File: src/rtl/pipeline_hazard_unit.sv
// Hazard controller for a five-stage MIPS pipeline. Tracks the register-write
// state of the instructions in EX, MEM and WB, and from that drives the PC and
// pipe-register enables/flushes, the EX operand forwarding selects, and the
// squash of wrong-path instructions when a redirect resolves in MEM.
// Also keeps saturating stall/flush cycle counters for performance debug.
module pipeline_hazard_unit #(
  parameter int CNT_W = 16
) (
  input  logic             clk,
  input  logic             reset,
  input  logic             id_valid,
  input  logic [4:0]       id_rs,
  input  logic [4:0]       id_rt,
  input  logic             id_uses_rs,
  input  logic             id_uses_rt,
  input  logic             id_regwrite,
  input  logic             id_memread,
  input  logic [4:0]       id_dest,
  input  logic             mem_redirect,
  input  logic             ext_stall,
  output logic             pc_enable,
  output logic             ifid_enable,
  output logic             ifid_flush,
  output logic             idex_flush,
  output logic             exmem_flush,
  output logic [1:0]       fwd_a,
  output logic [1:0]       fwd_b,
  output logic [1:0]       state,
  output logic [CNT_W-1:0] stall_count,
  output logic [CNT_W-1:0] flush_count
);

  typedef enum logic [1:0] {
    ST_RUN   = 2'b00,
    ST_STALL = 2'b01,
    ST_FLUSH = 2'b10,
    ST_HOLD  = 2'b11
  } action_e;

  typedef struct packed {
    logic       valid;
    logic       regwrite;
    logic       memread;
    logic [4:0] dest;
    logic [4:0] rs;
    logic [4:0] rt;
    logic       uses_rs;
    logic       uses_rt;
  } slot_t;

  localparam logic [1:0] FWD_RF  = 2'b00;
  localparam logic [1:0] FWD_MEM = 2'b01;
  localparam logic [1:0] FWD_WB  = 2'b10;

  slot_t ex_q, mem_q, wb_q;
  slot_t ex_d, mem_d, wb_d;
  slot_t id_slot;
  action_e state_q, state_d;
  logic [CNT_W-1:0] stall_count_q, stall_count_d;
  logic [CNT_W-1:0] flush_count_q, flush_count_d;

  logic ex_prod, mem_prod, wb_prod;
  logic ex_load;
  logic rs_hazard, rt_hazard, stall_req;
  logic [1:0] fwd_a_raw, fwd_b_raw;

  // Register 0 is hard-wired, so a slot writing it never produces a value.
  function automatic logic is_producer(input slot_t s);
    return s.valid && s.regwrite && (s.dest != 5'd0);
  endfunction

  assign id_slot = '{valid:    id_valid,
                     regwrite: id_regwrite,
                     memread:  id_memread,
                     dest:     id_dest,
                     rs:       id_rs,
                     rt:       id_rt,
                     uses_rs:  id_uses_rs,
                     uses_rt:  id_uses_rt};

  assign ex_prod  = is_producer(ex_q);
  assign mem_prod = is_producer(mem_q);
  assign wb_prod  = is_producer(wb_q);
  assign ex_load  = ex_prod && ex_q.memread;

  // Load-use against EX and same-cycle RF write/read against WB need a bubble;
  // MEM producers and non-load EX producers are covered by forwarding.
  always_comb begin
    rs_hazard = id_uses_rs && ((ex_load && (ex_q.dest == id_rs)) ||
                               (wb_prod && (wb_q.dest == id_rs)));
    rt_hazard = id_uses_rt && ((ex_load && (ex_q.dest == id_rt)) ||
                               (wb_prod && (wb_q.dest == id_rt)));
    stall_req = id_valid && (rs_hazard || rt_hazard);
  end

  // Choose this cycle's action by priority: HOLD > FLUSH > STALL > RUN.
  always_comb begin
    if (ext_stall)         state_d = ST_HOLD;
    else if (mem_redirect) state_d = ST_FLUSH;
    else if (stall_req)    state_d = ST_STALL;
    else                   state_d = ST_RUN;
  end

  // Advance the scoreboard and counters according to the chosen action.
  // NOTE: every always_comb output gets a default first so no path leaves it
  // unassigned, which is what keeps synthesis from inferring a latch.
  always_comb begin
    ex_d          = ex_q;
    mem_d         = mem_q;
    wb_d          = wb_q;
    stall_count_d = stall_count_q;
    flush_count_d = flush_count_q;
    unique case (state_d)
      ST_HOLD: ;
      ST_FLUSH: begin
        wb_d        = mem_q;
        mem_d       = '0;
        ex_d        = '0;
        if (flush_count_q != '1) flush_count_d = flush_count_q + CNT_W'(1);
      end
      ST_STALL: begin
        wb_d        = mem_q;
        mem_d       = ex_q;
        ex_d        = '0;
        if (stall_count_q != '1) stall_count_d = stall_count_q + CNT_W'(1);
      end
      default: begin
        wb_d        = mem_q;
        mem_d       = ex_q;
        ex_d        = id_slot;
      end
    endcase
  end

  // Forwarding selects for the instruction sitting in EX; MEM beats WB.
  always_comb begin
    fwd_a_raw = FWD_RF;
    fwd_b_raw = FWD_RF;
    if (ex_q.valid) begin
      if (ex_q.uses_rs && mem_prod && (mem_q.dest == ex_q.rs))     fwd_a_raw = FWD_MEM;
      else if (ex_q.uses_rs && wb_prod && (wb_q.dest == ex_q.rs))  fwd_a_raw = FWD_WB;
      if (ex_q.uses_rt && mem_prod && (mem_q.dest == ex_q.rt))     fwd_b_raw = FWD_MEM;
      else if (ex_q.uses_rt && wb_prod && (wb_q.dest == ex_q.rt))  fwd_b_raw = FWD_WB;
    end
  end

  // Pipe-register controls; held at the free-running values while in reset.
  always_comb begin
    pc_enable   = 1'b1;
    ifid_enable = 1'b1;
    ifid_flush  = 1'b0;
    idex_flush  = 1'b0;
    exmem_flush = 1'b0;
    fwd_a       = FWD_RF;
    fwd_b       = FWD_RF;
    if (reset) begin
      fwd_a = fwd_a_raw;
      fwd_b = fwd_b_raw;
      unique case (state_d)
        ST_HOLD: begin
          pc_enable   = 1'b0;
          ifid_enable = 1'b0;
        end
        ST_FLUSH: begin
          ifid_flush  = 1'b1;
          idex_flush  = 1'b1;
          exmem_flush = 1'b1;
        end
        ST_STALL: begin
          pc_enable   = 1'b0;
          ifid_enable = 1'b0;
          idex_flush  = 1'b1;
        end
        default: ;
      endcase
    end
  end

  // State registers: scoreboard slots, last action, performance counters.
  // NOTE: sequential state uses non-blocking assignments so every flop samples
  // the pre-edge values regardless of statement order.
  always_ff @(posedge clk or negedge reset) begin
    if (!reset) begin
      ex_q          <= '0;
      mem_q         <= '0;
      wb_q          <= '0;
      state_q       <= ST_RUN;
      stall_count_q <= '0;
      flush_count_q <= '0;
    end else begin
      ex_q          <= ex_d;
      mem_q         <= mem_d;
      wb_q          <= wb_d;
      state_q       <= state_d;
      stall_count_q <= stall_count_d;
      flush_count_q <= flush_count_d;
    end
  end

  assign state       = state_q;
  assign stall_count = stall_count_q;
  assign flush_count = flush_count_q;

  // Slot fields carried along for debug visibility but not needed by any
  // decision once the instruction has left EX.
  logic unused_fields;
  assign unused_fields = ^{mem_q.memread, mem_q.rs, mem_q.rt, mem_q.uses_rs, mem_q.uses_rt,
                           wb_q.memread, wb_q.rs, wb_q.rt, wb_q.uses_rs, wb_q.uses_rt};

endmodule

File: config.mk
export PLATFORM = sky130hd
export DESIGN_NAME = pipeline_hazard_unit
export DESIGN_NICKNAME = d
export VERILOG_FILES = /design/src/rtl/pipeline_hazard_unit.sv
export SDC_FILE = /design/constraint.sdc
export NUM_CORES = 1
export LEC_CHECK = 0
export CORE_MARGIN = 1
export CORE_UTILIZATION = 40
export DETAILED_ROUTE_END_ITERATION = 12
export MAX_ROUTING_LAYER = met4
export SLEW_MARGIN = 20
export SYNTH_ARGS = -nofsm -noshare
export SYNTH_HDL_FRONTEND = slang
export SYNTH_SLANG_ARGS = --single-unit
export TNS_END_PERCENT = 20
File: constraint.sdc
create_clock -name clk -period 4.5 [get_ports clk]
set_input_delay 0.9 -clock clk [delete_from_list [all_inputs] [get_ports clk]]
set_output_delay 0.9 -clock clk [all_outputs]
set_load 0.05 [all_outputs]
==> metrics.log, run 1 <==
[metrics] outcome: finished, final reports clean
[metrics] accumulated negative setup slack: 0 ns
[metrics] ant diodes: 0
[metrics] drt via density: 5.09
[metrics] hold violation count in the final report: 0
[metrics] final weighted congestion of routability-driven global placement: 0.822
[metrics] clock root buffer: sky130_fd_sc_hd__clkbuf_8
[metrics] WP data required: approximately 3.6 ns
[metrics] wire length of the first global-routing pass: about 14,000 µm
[metrics] number of synthesized flops with an enable pin: 0
[metrics] fraction of registers with async set/reset: 1.00
[metrics] effective utilization at floorplan: 0.412
[metrics] final critical path time including I/O delays and setup: roughly 4.1 ns
[metrics] post-synthesis cell type with the largest combined area: sky130_fd_sc_hd__dfrtp_1
[metrics] Netlist cell types: 45
[metrics] Detailed Route Iter0 Violations: around 110
[metrics] Arrival @ worst endpoint: about 3.2 ns
[metrics] maximum clock insertion buffer count: 2
[metrics] startpoint-to-endpoint class of the critical path: input pin to output port
[metrics] Setup Buffers After CTS: 0
[metrics] antenna violations before repair: 0
[metrics] TritonCTS clock tree: built
[metrics] synthesized area: 3590 µm²
[metrics] Resize count post-CTS: 0
[metrics] Net Count, Synth: around 380
[metrics] synthesized instance count: approximately 350
[metrics] register bit count reported by yosys: 68
[metrics] area of combinational cells with multiple inputs: around 1800 µm²
[metrics] CORE AREA: approximately 8700 µm²
[metrics] kind of capture point of the worst setup path: output port
[metrics] H-tree depth reported by CTS: 3
[metrics] final wirelength: around 8000 µm
[metrics] final number of setup-violating endpoints: 0
[metrics] number of buffer cells added on primary ports: 66
[metrics] detailed-router iteration count before antenna repair: 4
[metrics] area of the die: roughly 9400 µm²
[metrics] total count of max-transition violations in the final report: 0
[metrics] Storage cell area: 1700 µm²
[metrics] normalized max-slew margin: 0.519
[metrics] Max IR drop VDD: about 0.3 mV
[metrics] Mapped Avg Cell Area: about 10 µm²
[metrics] Num Clock Sinks: 68
[metrics] slowest cell delay on critical path: 0.74 ns
[metrics] vias in the first global route: 2,674
[metrics] share of layout cells above drive strength 1: 0.110
[metrics] Leak: between 1.5 and 2 nW
[metrics] global route total overflow: 0
[metrics] number of buffers inserted by hold repair at cts: 0
[metrics] Worst-Margin Slew: slightly above 0.7 ns
[metrics] Tcrit/Tclk final: 0.920
[metrics] slowest stage cell, crit path: sky130_fd_sc_hd__clkdlybuf4s50_1
[metrics] area fraction of the dominant cell type after synthesis: 0.474
[metrics] startpoint kind of the worst setup timing path: input pin
[metrics] CP Cell Sequence: clkdlybuf4s50_1, xor2_1, nor4_1, a32oi_1, o2bb2ai_2, a41oi_2, clkdlybuf4s50_1
[metrics] Net count, final: 443
[metrics] unrepaired setup endpoints after global routing: no
[metrics] pin count of the biggest net entering global routing: 37
[metrics] worst-skew pair later-pin latency: between 0.3 and 0.4 ns
[metrics] Clock Pin Slew Worst Setup and Hold Paths: 0.07 ns
[metrics] placed standard-cell area: around 4400 µm²
[metrics] count of max-cap constraint violations: 0
[metrics] power density over the cells: between 400 and 500 nW/µm²
[metrics] Non-Filler Cell Area, Final: ~4600 µm²
[metrics] Max Fclk: 242 MHz
[metrics] Syn. warnings: 0
[metrics] antenna viol nets, final: 0
[metrics] Setup crit start: id_rs[3]
[metrics] cell types occupying the most area after synthesis: sky130_fd_sc_hd__dfrtp_1 47%, sky130_fd_sc_hd__xnor2_1 11%, sky130_fd_sc_hd__xor2_1 5.9%
[metrics] number of primary I/O pins: 67
[metrics] sequential element share of the synthesized area: 0.474
[metrics] highest net fanout along the worst path: 3
[metrics] DRC violations left: 0
[metrics] row cnt: 34
[metrics] chip height: between 90 and 100 µm
[metrics] top_reg_cell synth: sky130_fd_sc_hd__dfrtp_1
[metrics] width of the die: 96.7 µm
[metrics] path category of the worst min-delay check: flip-flop to flip-flop
[metrics] area delta synth->final: 27.2%
[metrics] cts bufs inserted: 9
[metrics] number of fill cells: between 800 and 900
[metrics] post-detailed-placement half-perimeter wirelength: 5980 µm
[metrics] wire length per cell after detailed routing: between 15 and 20 µm
[metrics] final setup skew: around 0.0094 ns
[metrics] worst flop-to-flop path startpoint: ex_q[15]
[metrics] Most common cell on crit path: sky130_fd_sc_hd__clkdlybuf4s50_1
[metrics] overall track demand over capacity in global routing: 0.190
[metrics] HP Start: stall_count[13]
[metrics] detailed-route via count: 2,687
[registers in the layout, indices dropped and copies added, names as in the netlist]
| signal | cells |
|---|---|
| ex_q | 20 |
| flush_count | 16 |
| stall_count | 16 |
| mem_q | 7 |
| wb_q | 7 |
| state | 2 |
[final cells by class]
type | count | area share
repair buffers | 73 | 0.157
clock buffers | 10 | 0.0302
flip-flops and latches | 68 | 0.373
clock inverters | 6 | 0.0140
multi-input cells | 259 | 0.393
well taps | 108 | 0.0296
inverters | 4 | 0.00329
[power by group]
part / internal, mW / switching (mW) / total (mW)
clock network: 0.270 / 0.238 / 0.508
logic: 0.227 / 0.316 / 0.542
registers: 0.691 / 0.118 / 0.809
total: 1.19 / 0.672 / 1.86
[per-layer routing]
layer  share of wire  vias to the layer above  GRT usage
li1                -                     1328          -
met1            0.48                     1290      0.260
met2            0.46                       59      0.282
met3           0.037                       10     0.0332
met4           0.014                        0     0.0758
met5               0                        -          -
[cells by family after synthesis]
group                    after synthesis  share of synthesized area
flip-flops                            68                      0.474
XOR/XNOR                              68                      0.166
AND/OR/NAND/NOR                      136                      0.212
adder cells (fa/ha/maj)                4                     0.0139
buffers and inverters                 21                     0.0265
AO/OA/AOI/OAI                         41                     0.0760
multiplexers                          10                     0.0321
[synthesized netlist by cell type (all sizes together) (6+ instances only)]
master,instances
dfrtp,68
nand2,49
xnor2,44
o21ai,27
xor2,24
nand2b,21
clkbuf,13
nand4,13
nand3,12
and3,9
mux2,9
nor2,7
and4,6
[path summary, 6_finish.rpt]
path                            cells after the start               to  slack (ns)
worst min-delay path                                1  stall_count[13]        0.49
max in group asynchronous                           2         ex_q[16]        3.14
worst max-delay path                                7        pc_enable        0.36
worst max register to register                      8          ex_q[1]        1.63
min in group asynchronous                           1  stall_count[15]        0.51
worst min register to register                      1  stall_count[13]        0.49
[placed cells by master (no fill, tap or decap), types with 2 or more instances in the layout]
cell	count
sky130_fd_sc_hd__dfrtp_1	68
sky130_fd_sc_hd__clkdlybuf4s50_1	64
sky130_fd_sc_hd__nand2_1	49
sky130_fd_sc_hd__xnor2_1	44
sky130_fd_sc_hd__o21ai_0	27
sky130_fd_sc_hd__xor2_1	24
sky130_fd_sc_hd__nand2b_1	21
sky130_fd_sc_hd__nand4_1	12
sky130_fd_sc_hd__nand3_1	10
sky130_fd_sc_hd__clkbuf_8	10
sky130_fd_sc_hd__and3_1	8
sky130_fd_sc_hd__mux2_2	8
sky130_fd_sc_hd__nor2_1	7
sky130_fd_sc_hd__buf_4	7
sky130_fd_sc_hd__inv_1	4
sky130_fd_sc_hd__nor4_1	4
sky130_fd_sc_hd__and2_1	4
sky130_fd_sc_hd__nor3_1	4
sky130_fd_sc_hd__and4_1	4
sky130_fd_sc_hd__ha_1	4
sky130_fd_sc_hd__or4_1	3
sky130_fd_sc_hd__o211ai_1	2
sky130_fd_sc_hd__nand3_2	2
sky130_fd_sc_hd__and4_2	2
sky130_fd_sc_hd__clkinv_2	2
sky130_fd_sc_hd__clkinvlp_4	2
[metrics by stage]
| step | utilization | hold WS (ns) | worst slack [ns] | cells | total power [mW] |
|---|---|---|---|---|---|
| global placement | 0.500 | 0.471 | 0.386 | 512 | 1.36 |
| global route | 0.523 | 0.521 | 0.181 | 528 | 1.95 |
| detailed placement | 0.500 | 0.476 | 0.317 | 512 | 1.36 |
| floorplan | - | 0.450 | 1.03 | 348 | 1.16 |
| CTS | 0.523 | 0.499 | 0.312 | 528 | 1.88 |
| finish | 0.523 | 0.490 | 0.361 | 528 | 1.86 |
[critical path: cells and delay by family]
kind            cells  cell delay [ns]
compound gates      3             0.53
xor+xnor            1             0.18
buf+inv             2             1.22
simple gates        1             0.40
Power figures use the tool's default switching activity.
==> run 2: changes to the inputs <==
--- a/config.mk
+++ b/config.mk
@@ -9,7 +9,8 @@
 export CORE_UTILIZATION = 40
 export DETAILED_ROUTE_END_ITERATION = 12
 export MAX_ROUTING_LAYER = met4
-export SLEW_MARGIN = 20
+export PLACE_DENSITY = 0.75
+export RECOVER_POWER = 50
 export SYNTH_ARGS = -nofsm -noshare
 export SYNTH_HDL_FRONTEND = slang
 export SYNTH_SLANG_ARGS = --single-unit
==> metrics.log, run 2 (same netlist as run 1, synthesis figures left out) <==
[metrics] outcome: finished, final reports clean
[metrics] final number of setup-violating endpoints: 0
[metrics] most frequent standard cell in the layout excluding fill and tap cells: sky130_fd_sc_hd__dfrtp_1
[metrics] pin count of the biggest net entering global routing: 62
[metrics] final setup skew: ~0.0073 ns
[metrics] startpoint-to-endpoint class of the critical path: input pin to output port
[metrics] placed standard-cell area: around 4300 µm²
[metrics] worst-skew pair later-pin latency: around 0.34 ns
[metrics] CORE AREA: 8720 µm²
[metrics] normalized max-slew margin: 0.106
[metrics] number of instances on the worst hold path: 1
[metrics] Non-Filler Cell Area, Final: about 4500 µm²
[metrics] Arrival @ worst endpoint: about 3.3 ns
[metrics] DRC violations left: 0
[metrics] Num Clock Sinks: 68
[metrics] wire length of the first global-routing pass: about 14,000 µm
[metrics] hold violation count in the final report: 0
[metrics] chip height: around 97 µm
[metrics] clock root buffer: sky130_fd_sc_hd__clkbuf_8
[metrics] WP data required: about 3.6 ns
[metrics] drt via density: about 5.2
[metrics] final critical path time including I/O delays and setup: between 4 and 5 ns
[metrics] antenna violations before repair: 0
[metrics] area delta synth->final: 24.4%
[metrics] number of primary I/O pins: 67
[metrics] Max Fclk: about 240 MHz
[metrics] global route total overflow: 0
[metrics] effective utilization at floorplan: 0.412
[metrics] number of flip-flops under the largest register name: 20
[metrics] HP Start: stall_count[13]
[metrics] Leak: 1.90 nW
[metrics] Global Route met3 Usage: 0.0267
[metrics] highest net fanout along the worst path: 3
[metrics] Max IR drop VDD: between 0.15 and 0.2 mV
[metrics] maximum clock insertion buffer count: 2
[metrics] number of buffers inserted by hold repair at cts: 0
[metrics] vias in the first global route: 2,790
[metrics] Setup Buffers After CTS: 0
[metrics] antenna viol nets, final: 0
[metrics] Detailed Route Iter0 Violations: ~130
[metrics] cts bufs inserted: 9
[metrics] ant diodes: 0
[metrics] detailed-route via count: 2,726
[metrics] accumulated negative setup slack: 0 ns
[metrics] post-route setup slack: about 0.34 ns
[metrics] path category of the worst min-delay check: flip-flop to flip-flop
[metrics] count of max-cap constraint violations: 0
[metrics] startpoint kind of the worst setup timing path: input pin
[metrics] worst r2r dst: stall_count[11]
[metrics] TritonCTS clock tree: built
[metrics] Tcrit/Tclk final: 0.925
[metrics] kind of capture point of the worst setup path: output port
[metrics] Clock Pin Slew Worst Setup and Hold Paths: ~0.060 ns
[metrics] share of layout cells above drive strength 1: 0.0843
[metrics] total count of max-transition violations in the final report: 0
[metrics] overall track demand over capacity in global routing: 0.185
[metrics] area of the die: roughly 9400 µm²
[metrics] H-tree depth reported by CTS: 3
[metrics] detailed-router iteration count before antenna repair: 6
[metrics] most heavily used metal layer in global routing: met2
[metrics] number of buffer cells added on primary ports: 66
[metrics] Worst-Margin Slew: roughly 1.3 ns
[metrics] register-to-register path setup slack: 1.64 ns
[metrics] Net count, final: 440
[metrics] utilization after layout: 0.512
[metrics] power density over the cells: between 300 and 400 nW/µm²
[metrics] worst flop-to-flop path startpoint: ex_q[15]
[metrics] final weighted congestion of routability-driven global placement: 0.857
[metrics] GR Layer Usage met2: 0.295
[metrics] commonest cells after routing, fill and taps aside: 68 x sky130_fd_sc_hd__dfrtp_1, 58 x sky130_fd_sc_hd__clkdlybuf4s50_1, 49 x sky130_fd_sc_hd__nand2_1
[metrics] unrepaired setup endpoints after global routing: no
[metrics] final wirelength: just under 8000 µm
[metrics] Biggest register: ex_q
[metrics] wire length per cell after detailed routing: 15.2 µm
[metrics] terminating pin of the worst hold path: stall_count[13]
[metrics] post-place setup slack: around 0.41 ns
[metrics] width of the die: about 97 µm
[metrics] met1 track demand over resource in global routing: 0.233
[metrics] Resize count post-CTS: 0
[metrics] post-detailed-placement half-perimeter wirelength: about 6000 µm
[metrics] Reg2Reg Depth: 11
[metrics] row cnt: 34
[run 2: cell count changes in the layout (fill, tap and decap cells not counted), sizes merged]
cell	before	now
bufinv	1	0
dlygate4sd3	0	6
clkbuf	10	13
buf	9	4
clkdlybuf4s50	64	58
clkinvlp	2	0
[run 2: critical path, stage by stage]
cell	delay, ns
sky130_fd_sc_hd__clkdlybuf4s50_1	0.47
sky130_fd_sc_hd__xor2_1	0.17
sky130_fd_sc_hd__nor4_1	0.33
sky130_fd_sc_hd__a32oi_1	0.18
sky130_fd_sc_hd__o2bb2ai_1	0.29
sky130_fd_sc_hd__a41oi_2	0.18
sky130_fd_sc_hd__clkdlybuf4s50_1	0.76
[run 2: final cells by class]
type,count,area [µm²]
clock inverters,3,15.0
fillers,809,4260
repair buffers,70,691
clock buffers,11,141
multi-input cells,259,1770
inverters,4,15.0
flip-flops and latches,68,1700
well taps,108,135
[run 2: power breakdown]
part	switching (mW)	internal (mW)	total, mW
Sequential	0.121	0.691	0.812
Combinational	0.311	0.222	0.533
Clock	0.214	0.206	0.420
Total	0.646	1.12	1.77
[run 2: how the worst max path moves through the flow]
stage / cells after the start / endpoint / slack (ns) / start
floorplan: 8 / idex_flush / 1.03 / id_rt[0]
global placement: 7 / pc_enable / 0.43 / id_rs[3]
detailed placement: 7 / ifid_enable / 0.41 / id_rs[4]
CTS: 7 / ifid_enable / 0.42 / id_rs[1]
global route: 7 / ifid_enable / 0.16 / id_rs[3]
finish: 7 / ifid_enable / 0.34 / id_rs[3]
[run 2: per-layer routing]
layer  vias up  share of wire
met2        59           0.49
met5         -              0
li1       1315              -
met4         0          0.022
met1      1335           0.46
met3        17          0.029
[run 2: metrics by stage]
stage / cells / power, mW / hold slack (ns)
4_1_cts: 523 / 1.78 / 0.494
3_3_place_gp: 509 / 1.35 / 0.472
6_report: 523 / 1.77 / 0.488
5_1_grt: 523 / 1.85 / 0.509
3_5_place_dp: 509 / 1.36 / 0.485
2_1_floorplan: 348 / 1.16 / 0.450
